===== config.mk =====
export PLATFORM = sky130hd
export DESIGN_NAME = add8_exh_characterizer
export DESIGN_NICKNAME = d
export VERILOG_FILES = /design/src/rtl/add8_exh_characterizer.sv
export SDC_FILE = /design/constraint.sdc
export NUM_CORES = 1
export LEC_CHECK = 0
export CORE_MARGIN = 2
export CORE_UTILIZATION = 41
export CTS_CLUSTER_SIZE = 16
export DETAILED_ROUTE_END_ITERATION = 16
export SYNTH_ARGS = -nofsm -noshare
export SYNTH_HDL_FRONTEND = slang
export SYNTH_SLANG_ARGS = --single-unit

===== constraint.sdc =====
create_clock -name CLK -period 11.7 [get_ports CLK]
set_clock_uncertainty 0.2 [all_clocks]
set_input_delay 1.755 -clock CLK [delete_from_list [all_inputs] [get_ports CLK]]
set_output_delay 1.755 -clock CLK [all_outputs]
set_load 0.1 [all_outputs]

===== src/rtl/add8_exh_characterizer.sv =====
// rtl/add8_exh_characterizer.sv - exhaustive error characterizer for 8-bit approximate adders
module add8_exh_characterizer #(
    parameter int LAT = 0
) (
    input  logic        CLK,
    input  logic        RST_N,
    input  logic        START,
    output logic [7:0]  A_O,
    output logic [7:0]  B_O,
    input  logic [8:0]  O_I,
    output logic        BUSY,
    output logic        DONE,
    output logic [16:0] SAMPLES,
    output logic [16:0] ERR_CNT,
    output logic [24:0] SUM_AE,
    output logic [34:0] SUM_SE,
    output logic [8:0]  WCE,
    output logic [7:0]  WCE_A,
    output logic [7:0]  WCE_B
);

    typedef enum logic [1:0] {S_IDLE, S_RUN, S_DRAIN, S_DONE} state_t;

    state_t      r_state;
    state_t      w_next;
    logic [15:0] r_idx;
    logic        w_start;
    logic        w_issue;
    logic        w_al_v;
    logic [7:0]  w_al_a;
    logic [7:0]  w_al_b;
    logic [8:0]  w_exact;
    logic [8:0]  w_ae;
    logic [17:0] w_se;

    assign w_start = START && (r_state == S_IDLE || r_state == S_DONE);
    assign w_issue = (r_state == S_RUN);
    assign A_O     = w_issue ? r_idx[7:0]  : 8'd0;
    assign B_O     = w_issue ? r_idx[15:8] : 8'd0;
    assign BUSY    = (r_state == S_RUN) || (r_state == S_DRAIN);
    assign DONE    = (r_state == S_DONE);

    always_comb begin
        w_next = r_state;
        case (r_state)
            S_IDLE:  if (START) w_next = S_RUN;
            S_DONE:  if (START) w_next = S_RUN;
            // without a pipeline the final result lands on the RUN exit edge
            S_RUN:   if (r_idx == 16'hFFFF) w_next = (LAT == 0) ? S_DONE : S_DRAIN;
            S_DRAIN: if (r_idx == 16'(LAT - 1)) w_next = S_DONE;
            default: w_next = S_IDLE;
        endcase
    end

    always_ff @(posedge CLK) begin
        if (!RST_N) begin
            r_state <= S_IDLE;
        end else begin
            r_state <= w_next;
        end
    end

    // r_idx wraps to 0 on leaving RUN and then counts the drain cycles
    always_ff @(posedge CLK) begin
        if (!RST_N || w_start) begin
            r_idx <= 16'd0;
        end else if (BUSY) begin
            r_idx <= r_idx + 16'd1;
        end
    end

    generate
        if (LAT == 0) begin : g_nodl
            assign w_al_v = w_issue;
            assign w_al_a = A_O;
            assign w_al_b = B_O;
        end else begin : g_dl
            logic [16:0] r_dl [LAT];
            always_ff @(posedge CLK) begin
                if (!RST_N) begin
                    for (int k = 0; k < LAT; k++) r_dl[k] <= 17'd0;
                end else begin
                    r_dl[0] <= {w_issue, A_O, B_O};
                    for (int k = 1; k < LAT; k++) r_dl[k] <= r_dl[k-1];
                end
            end
            assign {w_al_v, w_al_a, w_al_b} = r_dl[LAT-1];
        end
    endgenerate

    assign w_exact = {1'b0, w_al_a} + {1'b0, w_al_b};
    assign w_ae    = (O_I >= w_exact) ? (O_I - w_exact) : (w_exact - O_I);
    assign w_se    = {9'd0, w_ae} * {9'd0, w_ae};

    always_ff @(posedge CLK) begin
        if (!RST_N || w_start) begin
            SAMPLES <= 17'd0;
            ERR_CNT <= 17'd0;
            SUM_AE  <= 25'd0;
            SUM_SE  <= 35'd0;
            WCE     <= 9'd0;
            WCE_A   <= 8'd0;
            WCE_B   <= 8'd0;
        end else if (w_al_v) begin
            SAMPLES <= SAMPLES + 17'd1;
            ERR_CNT <= ERR_CNT + {16'd0, (w_ae != 9'd0)};
            SUM_AE  <= SUM_AE + {16'd0, w_ae};
            SUM_SE  <= SUM_SE + {17'd0, w_se};
            if (w_ae > WCE) begin
                WCE   <= w_ae;
                WCE_A <= w_al_a;
                WCE_B <= w_al_b;
            end
        end
    end

endmodule


==> run metrics, run 1 <==
outcome=completed; syn_nets=1423; Wirelength per Cell=16.12 um; CP Max Fanout=26; CP Class=flop to flop; Post-Route WL=28070 um; I/O Buffers=148; RD Place Congestion=0.8389; reg2reg setup slack=0.91 ns; sequential-to-total area share from yosys stat=0.2635; Synth area leaders=dfxtp_1 26%, ha_1 11%, fa_1 9.4%; Final Hold Viols=0; Hold Path Stages=2; ratio of total power to cell area=204.8 nW/um2; top sig layer=met4; CTS root buffer=clkbuf_16; met2 wire length=12960 um; met3 WL=1682 um; Final Core Density=0.5113; drt first pass iters=5; Routed Antenna Nets=0; leading cell type by number of instances after synthesis=nor2_1; leakage power=5.268 nW; Placeable Area=25040 um2; fmax=92.70 MHz; first-pass GRT wire length=46300 um; CP Capture Type=flop; CP Data Arrival Time=10.94 ns; CTS H-Tree Depth=4; reg-to-reg startpoint=r_state[0]; relative slew slack=0.2949; wl on met1=13030 um; clk sink count=137; area grow syn2layout=22.97%; Max stage delay on crit path=0.60 ns; Slew Limit Fails=0; Inserted Clock Buffers=17; Layout Nets=1551; min Tclk post-route=10.79 ns; Antenna diodes=0; area leader, netlist=dfxtp_1; Worst Setup Start Kind=flop; all-layer global routing usage=0.2178; max cap viols=0; Worst Tran Pin Value=1.054 ns; cell count after synthesis=1270; Worst path slowest cell=ha_1; Cell variety after synth=76; total congestion overflow=0; Initial Utilization=0.4158; Synth async-reset ratio=0; Skew-Pair Late Insertion Delay=0.42 ns; Final setup violation count=0; maximum vdd drop=0.2006 mV; Hold WC Path Type=flop to flop; synth cell count leaders=142 x nor2_1, 139 x inv_1, 137 x dfxtp_1; hpwl dp=20880 um; Cell Rows=58; Post-synth EDFFs=0; syn avg cell area=8.197 um2; fraction of layout cells with a size suffix above 1=0.04819; die height=163.3 um; Most used DFF post-synth=dfxtp_1; Hold Crit Start=WCE_A[6]; Synth Warn #=0; setup_tns=0 ns; vias in the first global route=8864; post-synth top area share=0.2635; Reg-to-Reg End=SUM_SE[25]; hold endpoint=WCE_A[6]; Clock transition at path regs=0.07 ns; CTS tree=built; # IOs=149; RSZ-0062 raised after global routing=no; Tcrit/Tclk final=0.9220; synthesized area=10410 um2; vias per inst=5.312; worst-case reg-to-reg path depth=42; DR iter-0 viols=584; vias=9249; maximum clock insertion buffer count=2; Crit path required time=11.85 ns; initial antenna violation count=0; flops & latches, synth=137; DRC=0; largest net degree at the start of global routing=72; DIE WIDTH=163.3 um; die area=26680 um2
[routing by layer]
metal | GRT usage | vias up
li1 | - | 4588
met1 | 0.2938 | 4418
met2 | 0.3531 | 218
met3 | 0.05130 | 25
met4 | 0.05028 | 0
met5 | 0 | -
[state kept, by name, summed over array words and instances (netlist names)]
signal and count:
r_state 2, SUM_SE 35, WCE_B 8, WCE_A 8
WCE 9, SAMPLES 17, SUM_AE 25, ERR_CNT 17
r_idx 16
[power breakdown]
part	switching, W	internal (W)	total, W	leakage (nW)
clock network	0.000251	0.000292	0.000543	0.292
registers	0.0000194	0.000485	0.000505	1.11
logic	0.000965	0.000608	0.00157	3.87
total	0.00124	0.00139	0.00262	5.27
[through the flow]
| stage | hold WS, ns | worst slack [ns] | instance area, um2 | total power [W] | std cells |
|---|---|---|---|---|---|
| 2_1_floorplan | 0.2662 | 0.7020 | 10410 | 0.001771 | 1270 |
| 3_3_place_gp | 0.2550 | 1.076 | 12200 | 0.002059 | 1709 |
| 3_5_place_dp | 0.2575 | 0.8799 | 12200 | 0.002089 | 1709 |
| 4_1_cts | 0.2669 | 0.8029 | 12780 | 0.002642 | 1741 |
| 5_1_grt | 0.2939 | 0.05443 | 12800 | 0.002875 | 1741 |
| 6_report | 0.2657 | 0.9124 | 12800 | 0.002621 | 1741 |
[layout make-up]
cell class / instances / area [um2]
Clock inverter: 14 / 147.6
Timing Repair Buffer: 161 / 1579
Sequential cell: 137 / 2743
Clock buffer: 18 / 439.2
Tap cell: 330 / 412.9
Fill cell: 2402 / 12240
Multi-Input combinational cell: 939 / 6947
Inverter: 142 / 533.0
[cell families after synthesis]
kind of cell    after synthesis  synth area share
compound gates              258            0.1601
xor+xnor                     83           0.07296
fa+ha+maj                   141            0.2048
buf+inv                     194           0.07236
flops                       137            0.2635
mux                          25           0.02404
simple gates                432            0.2023
[critical path, delay by kind of cell, from the launching register on]
| kind | cells | cell delay (ns) |
|---|---|---|
| mux | 1 | 0.21 |
| simple gates | 12 | 2.30 |
| compound gates | 13 | 3.05 |
| fa+ha+maj | 9 | 3.67 |
| flops | 1 | 0.41 |
| xor+xnor | 2 | 0.29 |
| buf+inv | 5 | 0.59 |
[cell usage in the layout, fill, tap and decap left out, types with 4 or more instances in the layout]
master	n
clkdlybuf4s50_1	148
nor2_1	142
inv_1	139
dfxtp_1	137
ha_1	91
nand2_1	83
a21oi_1	79
o21ai_0	63
fa_1	49
nand3_1	47
xor2_1	45
xnor2_1	36
mux2i_1	25
and2_1	24
nor3_1	23
or3_1	23
a211oi_1	20
and3_1	20
nand4_1	19
clkbuf_16	17
nor2b_1	15
a21o_1	15
o21a_1	13
buf_4	13
o211ai_1	10
nand2b_1	7
o21bai_1	7
and4_1	7
inv_8	7
nor4_1	6
a31oi_1	4
a31o_2	4
inv_6	4
[worst max-delay path by stage]
stage	startpoint	end	slack (ns)	cells after the start
floorplan	r_state[0]	SUM_SE[23]	0.70	42
global placement	r_state[1]	SUM_SE[24]	1.08	42
detailed placement	r_state[0]	SUM_SE[25]	0.88	40
CTS	r_state[0]	SUM_SE[25]	0.80	40
global route	r_state[0]	SUM_SE[21]	0.05	42
finish	r_state[0]	SUM_SE[25]	0.91	42
[repair_timing]
action | in CTS | in global routing
resized for setup | 0 | 2
setup endpoints to repair | 0 | 11
buffers inserted | 0 | 0
hold buffers | 0 | 0
No activity file was read; power rests on OpenSTA's default activity.
==> inputs of run 2 (changes only) <==
--- a/config.mk
+++ b/config.mk
@@ -9,6 +9,7 @@
 export CORE_UTILIZATION = 41
 export CTS_CLUSTER_SIZE = 16
 export DETAILED_ROUTE_END_ITERATION = 16
+export SLEW_MARGIN = 0
 export SYNTH_ARGS = -nofsm -noshare
 export SYNTH_HDL_FRONTEND = slang
 export SYNTH_SLANG_ARGS = --single-unit
==> results of run 2 <==
Final layout, timing and power as in run 1 (identical DEF).
